==> src/rtl/button_enable_ctrl.sv <==
// -----------------------------------------------------------------------------
// button_enable_ctrl
//   Turns a raw, bouncy push-button into a clean enable level for the
//   breathing-LED stage. A short press toggles the enable, a long press forces
//   it off, and an optional idle timeout switches it off automatically.
//
// Ports
//   clk          in   system clock
//   rst_n        in   asynchronous reset, active low
//   btn_in       in   raw button, active high, asynchronous to clk
//   enable_out   out  registered enable level to the LED stage
//   press_pulse  out  one-cycle strobe: short press accepted
//   long_pulse   out  one-cycle strobe: long press detected
//   btn_state    out  debounced button level
// -----------------------------------------------------------------------------
module button_enable_ctrl #(
  parameter int unsigned CLK_FREQ    = 1_000_000,
  parameter int unsigned DEBOUNCE_MS = 10,
  parameter int unsigned LONG_MS     = 1000,
  parameter int unsigned TIMEOUT_S   = 60
) (
  input  logic clk,
  input  logic rst_n,
  input  logic btn_in,
  output logic enable_out,
  output logic press_pulse,
  output logic long_pulse,
  output logic btn_state
);

  localparam int unsigned DB_CYC   = (CLK_FREQ / 1000) * DEBOUNCE_MS;
  localparam int unsigned LONG_CYC = (CLK_FREQ / 1000) * LONG_MS;
  localparam int unsigned TO_CYC   = CLK_FREQ * TIMEOUT_S;
  localparam bit          TO_EN    = (TIMEOUT_S != 0);
  // Keeps the timeout counter at a legal width when the timeout is disabled.
  localparam int unsigned TO_TERM  = TO_EN ? TO_CYC : 1;

  localparam int unsigned DB_W   = $clog2(DB_CYC + 1);
  localparam int unsigned HOLD_W = $clog2(LONG_CYC + 1);
  localparam int unsigned TO_W   = $clog2(TO_TERM + 1);

  typedef enum logic [1:0] {
    S_IDLE    = 2'd0,
    S_PRESSED = 2'd1,
    S_LONG    = 2'd2
  } state_e;

  logic              sync1_q, sync2_q;
  logic              btn_state_q, btn_state_d;
  logic [DB_W-1:0]   db_cnt_q, db_cnt_d;
  logic [DB_W-1:0]   arm_cnt_q, arm_cnt_d;
  logic              armed_q, armed_d;
  state_e            state_q, state_d;
  logic [HOLD_W-1:0] hold_cnt_q, hold_cnt_d;
  logic [TO_W-1:0]   to_cnt_q, to_cnt_d;
  logic              enable_q, enable_d;
  logic              press_q, press_d;
  logic              long_q, long_d;

  logic flip_c, rise_c, fall_c, start_c, to_run_c, to_fire_c;

  // Debounce: flip the clean level after DB_CYC consecutive disagreeing cycles.
  always_comb begin
    btn_state_d = btn_state_q;
    db_cnt_d    = '0;
    flip_c      = 1'b0;
    if (sync2_q != btn_state_q) begin
      if (db_cnt_q == DB_W'(DB_CYC - 1)) begin
        flip_c      = 1'b1;
        btn_state_d = sync2_q;
      end else begin
        db_cnt_d = db_cnt_q + DB_W'(1);
      end
    end
  end

  assign rise_c = flip_c & sync2_q;
  assign fall_c = flip_c & ~sync2_q;

  // Arming: after reset the button must be seen released for a full debounce
  // window before a press is accepted, so a press held through reset is ignored.
  always_comb begin
    arm_cnt_d = arm_cnt_q;
    armed_d   = armed_q;
    if (!armed_q) begin
      if (sync2_q) begin
        arm_cnt_d = '0;
      end else if (arm_cnt_q == DB_W'(DB_CYC - 1)) begin
        armed_d   = 1'b1;
        arm_cnt_d = '0;
      end else begin
        arm_cnt_d = arm_cnt_q + DB_W'(1);
      end
    end
  end

  assign start_c = rise_c & armed_q;

  // Idle timeout: runs only while enabled and idle; a press start clears it.
  assign to_run_c  = TO_EN && (state_q == S_IDLE) && enable_q && !start_c;
  assign to_fire_c = to_run_c && (to_cnt_q == TO_W'(TO_TERM - 1));

  always_comb begin
    to_cnt_d = '0;
    if (to_run_c && !to_fire_c) begin
      to_cnt_d = to_cnt_q + TO_W'(1);
    end
  end

  // Press FSM: next state, hold counter, enable level and strobes.
  always_comb begin
    state_d    = state_q;
    hold_cnt_d = hold_cnt_q;
    enable_d   = enable_q;
    press_d    = 1'b0;
    long_d     = 1'b0;
    unique case (state_q)
      S_IDLE: begin
        if (start_c) begin
          state_d    = S_PRESSED;
          hold_cnt_d = '0;
        end else if (to_fire_c) begin
          enable_d = 1'b0;
        end
      end
      S_PRESSED: begin
        hold_cnt_d = hold_cnt_q + HOLD_W'(1);
        if (hold_cnt_q == HOLD_W'(LONG_CYC - 1)) begin
          // Long press wins over a simultaneous release; skip LONG if already released.
          long_d   = 1'b1;
          enable_d = 1'b0;
          state_d  = fall_c ? S_IDLE : S_LONG;
        end else if (fall_c) begin
          press_d  = 1'b1;
          enable_d = ~enable_q;
          state_d  = S_IDLE;
        end
      end
      S_LONG: begin
        if (fall_c) begin
          state_d = S_IDLE;
        end
      end
      default: begin
        state_d = S_IDLE;
      end
    endcase
  end

  // All state and output registers.
  always_ff @(posedge clk or negedge rst_n) begin
    if (!rst_n) begin
      sync1_q     <= 1'b0;
      sync2_q     <= 1'b0;
      btn_state_q <= 1'b0;
      db_cnt_q    <= '0;
      arm_cnt_q   <= '0;
      armed_q     <= 1'b0;
      state_q     <= S_IDLE;
      hold_cnt_q  <= '0;
      to_cnt_q    <= '0;
      enable_q    <= 1'b0;
      press_q     <= 1'b0;
      long_q      <= 1'b0;
    end else begin
      sync1_q     <= btn_in;
      sync2_q     <= sync1_q;
      btn_state_q <= btn_state_d;
      db_cnt_q    <= db_cnt_d;
      arm_cnt_q   <= arm_cnt_d;
      armed_q     <= armed_d;
      state_q     <= state_d;
      hold_cnt_q  <= hold_cnt_d;
      to_cnt_q    <= to_cnt_d;
      enable_q    <= enable_d;
      press_q     <= press_d;
      long_q      <= long_d;
    end
  end

  assign enable_out  = enable_q;
  assign press_pulse = press_q;
  assign long_pulse  = long_q;
  assign btn_state   = btn_state_q;

endmodule

==> config.mk <==
export PLATFORM = sky130hd
export DESIGN_NAME = button_enable_ctrl
export DESIGN_NICKNAME = d
export VERILOG_FILES = /design/src/rtl/button_enable_ctrl.sv
export SDC_FILE = /design/constraint.sdc
export NUM_CORES = 1
export LEC_CHECK = 0
export ABC_AREA = 1
export BUFFER_PORTS_ARGS = -buffer_cell sky130_fd_sc_hd__buf_4
export CAP_MARGIN = 20
export CORE_MARGIN = 2
export CORE_UTILIZATION = 45
export CTS_BUF_LIST = sky130_fd_sc_hd__clkbuf_8
export CTS_CLUSTER_DIAMETER = 40
export CTS_CLUSTER_SIZE = 14
export DETAILED_ROUTE_END_ITERATION = 7
export PLACE_DENSITY = 0.62
export SETUP_SLACK_MARGIN = 0.2
export SYNTH_ARGS = -nofsm -noshare
export SYNTH_HDL_FRONTEND = slang
export SYNTH_SLANG_ARGS = --single-unit
==> constraint.sdc <==
create_clock -name clk -period 2.2 [get_ports clk]
set_clock_uncertainty 0.05 [all_clocks]
set_input_delay 0.22 -clock clk [delete_from_list [all_inputs] [get_ports clk]]
set_output_delay 0.22 -clock clk [all_outputs]
set_load 0.02 [all_outputs]
==> results of run 1 <==
==> power by group <==
| part | switching [mW] | internal (mW) | leakage, nW |
|---|---|---|---|
| Sequential | 0.0237 | 1.56 | 1.15 |
| Combinational | 0.0837 | 0.0424 | 0.936 |
| Clock | 0.570 | 0.522 | 0.101 |
| Total | 0.677 | 2.12 | 2.19 |
==> cell type report <==
class                      count  area, um2  share of cell area
clock inverter                 7      68.82             0.01347
tap                          136      170.2             0.03331
timing repair buffer          11      100.1             0.01959
inverter                      83      311.5             0.06098
multi-input combinational    435       2257              0.4418
clock buffer                   9      123.9             0.02425
sequential                    83       2077              0.4066
==> per-stage QoR <==
| stage | total power, mW | std cells | utilization | worst slack [ps] | hold WS, ps |
|---|---|---|---|---|---|
| after global placement | 1.728 | 746 | 0.4785 | 506.1 | 211.7 |
| after floorplan | 1.676 | 610 | - | 636.3 | -125.6 |
| after global routing | 2.938 | 764 | 0.4993 | 234.6 | 324.6 |
| after CTS | 2.834 | 764 | 0.4993 | 429.1 | 313.3 |
| after detailed placement | 1.735 | 746 | 0.4785 | 436.5 | 215.3 |
| final | 2.797 | 764 | 0.4993 | 453.0 | 310.7 |
==> sequential cells by signal, summed over array words and instances, names as in the netlist <==
register	cells
state_q	2
enable_out	1
btn_state	1
db_cnt_q	14
long_pulse	1
to_cnt_q	26
sync1_q	1
hold_cnt_q	20
armed_q	1
arm_cnt_q	14
sync2_q	1
press_pulse	1
==> critical path, cell delays in order, from the launching register on <==
cell	delay (ps)
dfrtp_1	430
ha_1	240
nand2_1	100
nor2_1	130
nand2_2	110
inv_1	120
nand3_2	100
nand3_1	100
nand2_1	50
inv_1	60
nand2_1	50
nand2_1	50
nand2_1	50
==> layer usage <==
metal / vias up / global-route usage
li1: 1967 / -
met1: 1740 / 0.2428
met2: 50 / 0.2972
met3: 15 / 0.04782
met4: 0 / 0.07613
met5: - / 0
==> synth_stat cells, drive strengths merged <==
library cell  instances
or2                   1
o31ai                 3
nand3b                3
and3b                 2
a31oi                 2
nor3b                 3
o21a                  1
dfrtp                83
inv                  83
nor2                101
nand3                53
xor2                 26
nand2               137
o21ai                23
nor3                 33
o22ai                 4
xnor2                 6
and3                  2
buf                   7
nand4                11
ha                    4
clkbuf                2
a21oi                20
==> cells by family (layout without fill, tap and decap cells) <==
kind of cell | count (synthesis) | after routing
DFF | 83 | 83
adders and majority gates | 4 | 4
AOI/OAI and AO/OA | 53 | 53
and+or+nand+nor | 346 | 346
xor gates and xnor gates | 32 | 32
buffers and inverters | 92 | 110
==> worst paths after layout <==
kind | endpoint | depth (start not counted)
max | enable_out | 12
min in group asynchronous | arm_cnt_q[7] | 2
max reg2reg | enable_out | 12
min | sync2_q | 0
min reg2reg | sync2_q | 0
max in group asynchronous | to_cnt_q[7] | 3
==> results.sh, run 1 <==
export IMPL_final_common_cell="nand2_1"
export IMPL_yosysSeqAreaShare=0.4410
export IMPL_tightest_slew_ps=574.4
export IMPL_die_w_um=106.3
export IMPL_vias=3772
export IMPL_totalWireLength_um=9471
export IMPL_layout_common_cells="nand2_1 (128), nor2_1 (95), dfrtp_1 (83)"
export IMPL_powerDensity_nw_per_um2=547.4
export IMPL_drt_iter0_markers=121
export IMPL_fin_tns_setup_ps=0
export IMPL_met1Wirelength_um=4637
export IMPL_fp_row_count=37
export IMPL_grt_usage=0.1868
export IMPL_cts_hold_buffers_added=2
export IMPL_maxSlewHeadroom=0.6170
export IMPL_place_congestion=0.9161
export IMPL_synth_seq_cells=83
export IMPL_rsz0062_at_grt="false"
export IMPL_synthXorXnorAreaFrac=0.05951
export IMPL_finalHoldViolCount=0
export IMPL_ys_types=37
export IMPL_synth_mux_area_frac=0
export IMPL_cp_required_ps=2420
export IMPL_wl_met2_um=4341
export IMPL_place_area_um2=4896
export IMPL_core_area_um2=10230
export IMPL_synth_area_um2=4710
export IMPL_worstPathMaxFanout=6
export IMPL_synth_cells=610
export IMPL_firstDrtPassIters=4
export IMPL_drv_slew=0
export IMPL_boundaryPins=7
export IMPL_cts_resized=0
export IMPL_period_needed_ps=1747
export IMPL_drive_gt1_frac=0.09873
export IMPL_die_area_um2=11300
export IMPL_clock_path_buffers=2
export IMPL_hpwl_um=6967
export IMPL_top_layer="met4"
export IMPL_vias_per_cell=4.937
export IMPL_synth_fa_ha_area_frac=0.01063
export IMPL_yosysWarnings=0
export IMPL_num_nets_final=630
export IMPL_grt_pass1_vias=3727
export IMPL_synth_simple_area_share=0.3491
export IMPL_n_antenna_cell=0
export IMPL_max_freq_mhz=572.4
export IMPL_cap_violations=0
export IMPL_cts_tree="yes"
export IMPL_ant_nets=0
export IMPL_leakage_nw=2.186
export IMPL_synth_top_family_by_area="simple AND/OR/NAND/NOR gates"
export IMPL_place_port_buffers=6
export IMPL_hold_class="reg -> reg"
export IMPL_overflow=0
export IMPL_synth_compound_area_frac=0.06004
export IMPL_cts_setup_buffers=0
export IMPL_setup_viol_count_final=0
export IMPL_ir_worst_vdd_uv=315.4
export IMPL_die_y_um=106.3
export IMPL_start_kind="flop"
export IMPL_fillerInstances=990
export IMPL_status="finished, final reports clean"
export IMPL_antenna_found_initial=0
export IMPL_clk_pin_slew_ps=90
export IMPL_start_util=0.4603
export IMPL_clock_latency_ps=370
export IMPL_finalCritPeriodShare=0.7941
export IMPL_drt_wirelength_per_cell_um=12.40
export IMPL_crit_path_start="hold_cnt_q[0]"
export IMPL_syn_to_final_growth_pct=8.475
export IMPL_numCtsBuffers=9
export IMPL_synth_top_area_share=0.4410
export IMPL_synth_area_leaders="dfrtp_1 (44%), nand2_1 (10%), nor2_1 (7.6%)"
export IMPL_clockRootBuffer="clkbuf_8"
export IMPL_regToRegSetupSlack_ps=450
export IMPL_cp_end_kind="flop"
export IMPL_grt_pass1_wl_um=16890
export IMPL_cts_sinks=83
export IMPL_r2r_start="hold_cnt_q[0]"
export IMPL_yosys_area_top_type="dfrtp_1"
export IMPL_route_met3_wl_um=312
export IMPL_h_tree_depth=3
export IMPL_min_delay_start="sync1_q"
export IMPL_crit_arrival_ps=1970
export IMPL_drc=0
export IMPL_critPathKind="reg -> reg"
export IMPL_syn_nets=617
export IMPL_postSynthAreaPerCell_um2=7.721
export IMPL_grt_max_degree=45
export IMPL_final_area_um2=5109
Power figures use the tool's default switching activity.
==> run 2: changes to the inputs <==
--- a/config.mk
+++ b/config.mk
@@ -5,7 +5,7 @@
 export SDC_FILE = /design/constraint.sdc
 export NUM_CORES = 1
 export LEC_CHECK = 0
-export ABC_AREA = 1
+export ABC_AREA = 0
 export BUFFER_PORTS_ARGS = -buffer_cell sky130_fd_sc_hd__buf_4
 export CAP_MARGIN = 20
 export CORE_MARGIN = 2
@@ -14,7 +14,7 @@
 export CTS_CLUSTER_DIAMETER = 40
 export CTS_CLUSTER_SIZE = 14
 export DETAILED_ROUTE_END_ITERATION = 7
-export PLACE_DENSITY = 0.62
+export PLACE_DENSITY = 0.65
 export SETUP_SLACK_MARGIN = 0.2
 export SYNTH_ARGS = -nofsm -noshare
 export SYNTH_HDL_FRONTEND = slang
==> constraint.sdc (replaced) <==
create_clock -name clk -period 1.6 [get_ports clk]
set_clock_uncertainty 0.05 [all_clocks]
set_input_delay 0.16 -clock clk [delete_from_list [all_inputs] [get_ports clk]]
set_output_delay 0.16 -clock clk [all_outputs]
set_load 0.02 [all_outputs]
==> run 2 against run 1 <==
Against the previous run: the run now ends with negative setup slack left; synthesized cell count fell by 28%; sequential share of layout area fell by 6.5 points; via count fell by 1.0%; wire length rose by 10%; non-clock buffer count rose by 126; sequential cell count did not move; critical path type unchanged; largest cell class unchanged.
==> results.sh, run 2 <==
export IMPL_ir_worst_vdd_uv=519.5
export IMPL_place_area_um2=5184
export IMPL_drive_gt1_frac=0.3990
export IMPL_clock_latency_ps=360
export IMPL_cp_slowest_stage_delay_ps=520
export IMPL_drc=0
export IMPL_boundaryPins=7
export IMPL_cp_end_kind="flop"
export IMPL_vias=3733
export IMPL_n_antenna_cell=0
export IMPL_finalCritPeriodShare=1.396
export IMPL_maxSlewHeadroom=0.5491
export IMPL_regToRegSetupSlack_ps=-630
export IMPL_cts_sinks=83
export IMPL_firstDrtPassIters=4
export IMPL_ys_flop_type="dfrtp_1"
export IMPL_num_nets_final=586
export IMPL_placed_cells_incl_taps=650
export IMPL_grt_pass1_vias=3821
export IMPL_fp_row_count=35
export IMPL_critical_path_cell_chain="buf_6 > or4b_4 > nor4_4 > nand2_2 > nand4_1 > buf_4 > clkbuf_16 > nor2_1"
export IMPL_clock_path_buffers=2
export IMPL_drt_iter0_markers=133
export IMPL_finalHoldViolCount=0
export IMPL_status="complete, but fails checks"
export IMPL_antenna_found_initial=0
export IMPL_synth_common_cells="dfrtp_1 (83), nor2_1 (69), nand2_1 (41), nand3_1 (26), xnor2_1 (26)"
export IMPL_largest_registers="to_cnt_q (26), hold_cnt_q (20)"
export IMPL_yosysWarnings=0
export IMPL_grt_usage=0.2128
export IMPL_worstPathMaxFanout=7
export IMPL_synth_edf_count=0
export IMPL_postLayoutCoreUtil=0.6670
export IMPL_cts_tree="yes"
export IMPL_crit_arrival_ps=2430
export IMPL_synth_area_leaders="dfrtp_1 (50%), nor2_1 (6.2%), xnor2_1 (5.5%)"
export IMPL_ant_nets=0
export IMPL_largest_reg_flops=26
export IMPL_regMostFlops="to_cnt_q"
export IMPL_syn_to_final_growth_pct=45.69
export IMPL_die_area_um2=10050
export IMPL_critPathSlowestCell="or4b_4"
export IMPL_drv_slew=0
export IMPL_drt_wirelength_per_cell_um=14.99
export IMPL_setup_viol_count_final=66
export IMPL_synth_area_um2=4170
export IMPL_period_needed_ps=2233
export IMPL_synth_seq_cells=83
export IMPL_clockRootBuffer="clkbuf_8"
export IMPL_numCtsBuffers=9
export IMPL_hold_ws_ps=234.1
export IMPL_hold_class="in -> async"
export IMPL_tightest_slew_ps=675.0
export IMPL_final_area_um2=6076
export IMPL_vias_per_cell=5.371
export IMPL_totalWireLength_um=10420
export IMPL_grt_max_degree=37
export IMPL_synth_cells=440
export IMPL_powerDensity_nw_per_um2=610.3
export IMPL_worstPathBufferInverterCount=3
export IMPL_yosysMostFrequentCell="dfrtp_1"
export IMPL_final_common_cell="buf_4"
export IMPL_cap_violations=0
export IMPL_start_util=0.4578
export IMPL_violations="negative setup slack"
export IMPL_layout_common_cells="buf_4 (113), dfrtp_1 (82), nor2_1 (44)"
export IMPL_dpl_worst_slack_ps=-651.1
export IMPL_rsz0062_at_grt="true"
export IMPL_place_congestion=0.8226
export IMPL_die_w_um=100.3
export IMPL_h_tree_depth=3
export IMPL_yosys_area_top_type="dfrtp_1"
export IMPL_place_port_buffers=6
export IMPL_yosysSeqAreaShare=0.4980
export IMPL_cp_required_ps=1800
export IMPL_postSynthAreaPerCell_um2=9.478
export IMPL_overflow=0
export IMPL_async_flop_share=1.000
export IMPL_clk_pin_slew_ps=90
export IMPL_timing_final_ws_setup_ps=-633.2
export IMPL_syn_nets=447
export IMPL_critPathKind="reg -> reg"
export IMPL_fin_tns_setup_ps=-32720
export IMPL_final_cells=695
export IMPL_synth_top_area_share=0.4980
export IMPL_hpwl_um=6720
export IMPL_ys_types=51
export IMPL_die_y_um=100.3
export IMPL_max_freq_mhz=447.8
export IMPL_p_total_mw=3.708
export IMPL_start_kind="flop"
export IMPL_grt_pass1_wl_um=17130
export IMPL_core_area_um2=9109
export IMPL_cp_top_family="simple AND/OR/NAND/NOR gates"
export IMPL_leakage_nw=2.575
run 2: repair_timing:
item / in CTS / in global routing
setup endpoints to repair: 80 / 80
hold buffers: 2 / 0
buffers inserted: 10 / 13
hold endpoints to repair: 31 / 0
cloned: 3 / 1
pin swaps: 43 / 38
resized for setup: 43 / 73
run 2: layer usage:
metal  up-vias  GRT usage  part of all wire
met5         -          0                 0
met4         0    0.06533             0.016
met3        14    0.02646             0.025
met2        61     0.3908              0.53
met1      1833     0.2601              0.42
li1       1825          -                 -
run 2: worst paths after layout:
check                       startpoint       endpoint  cells past startpoint
hold / removal                   rst_n  hold_cnt_q[8]                      2
max in group asynchronous        rst_n    to_cnt_q[4]                      3
hold reg to reg                sync1_q        sync2_q                      0
min in group clk               sync1_q        sync2_q                      0
setup reg to reg           db_cnt_q[7]   to_cnt_q[14]                      8
setup / recovery           db_cnt_q[7]   to_cnt_q[14]                      8
run 2: power by group:
group	internal [mW]	leakage, nW	switching (mW)
sequential	2.11	1.15	0.00963
combinational	0.0579	1.33	0.0870
clock	0.652	0.0915	0.792
run 2: area by class of cell:
class                      instances  area (um2)
tap                              111       138.9
inverter                          12       45.04
clock buffer                      11       151.4
clock inverter                     5       37.54
timing repair buffer             137        1147
fill                             694        3033
multi-input combinational        336        2477
sequential                        83        2078
run 2: cells by family (layout without fill, tap and decap cells):
group	count (synthesis)	after routing	share of synthesized area
flip-flops	83	83	0.4980
XOR/XNOR	42	42	0.08821
buffers and inverters	23	165	0.02190
multiplexers	6	6	0.01500
AO/OA/AOI/OAI	54	56	0.08281
AND/OR/NAND/NOR	228	228	0.2820
adder cells (fa/ha/maj)	4	4	0.01200
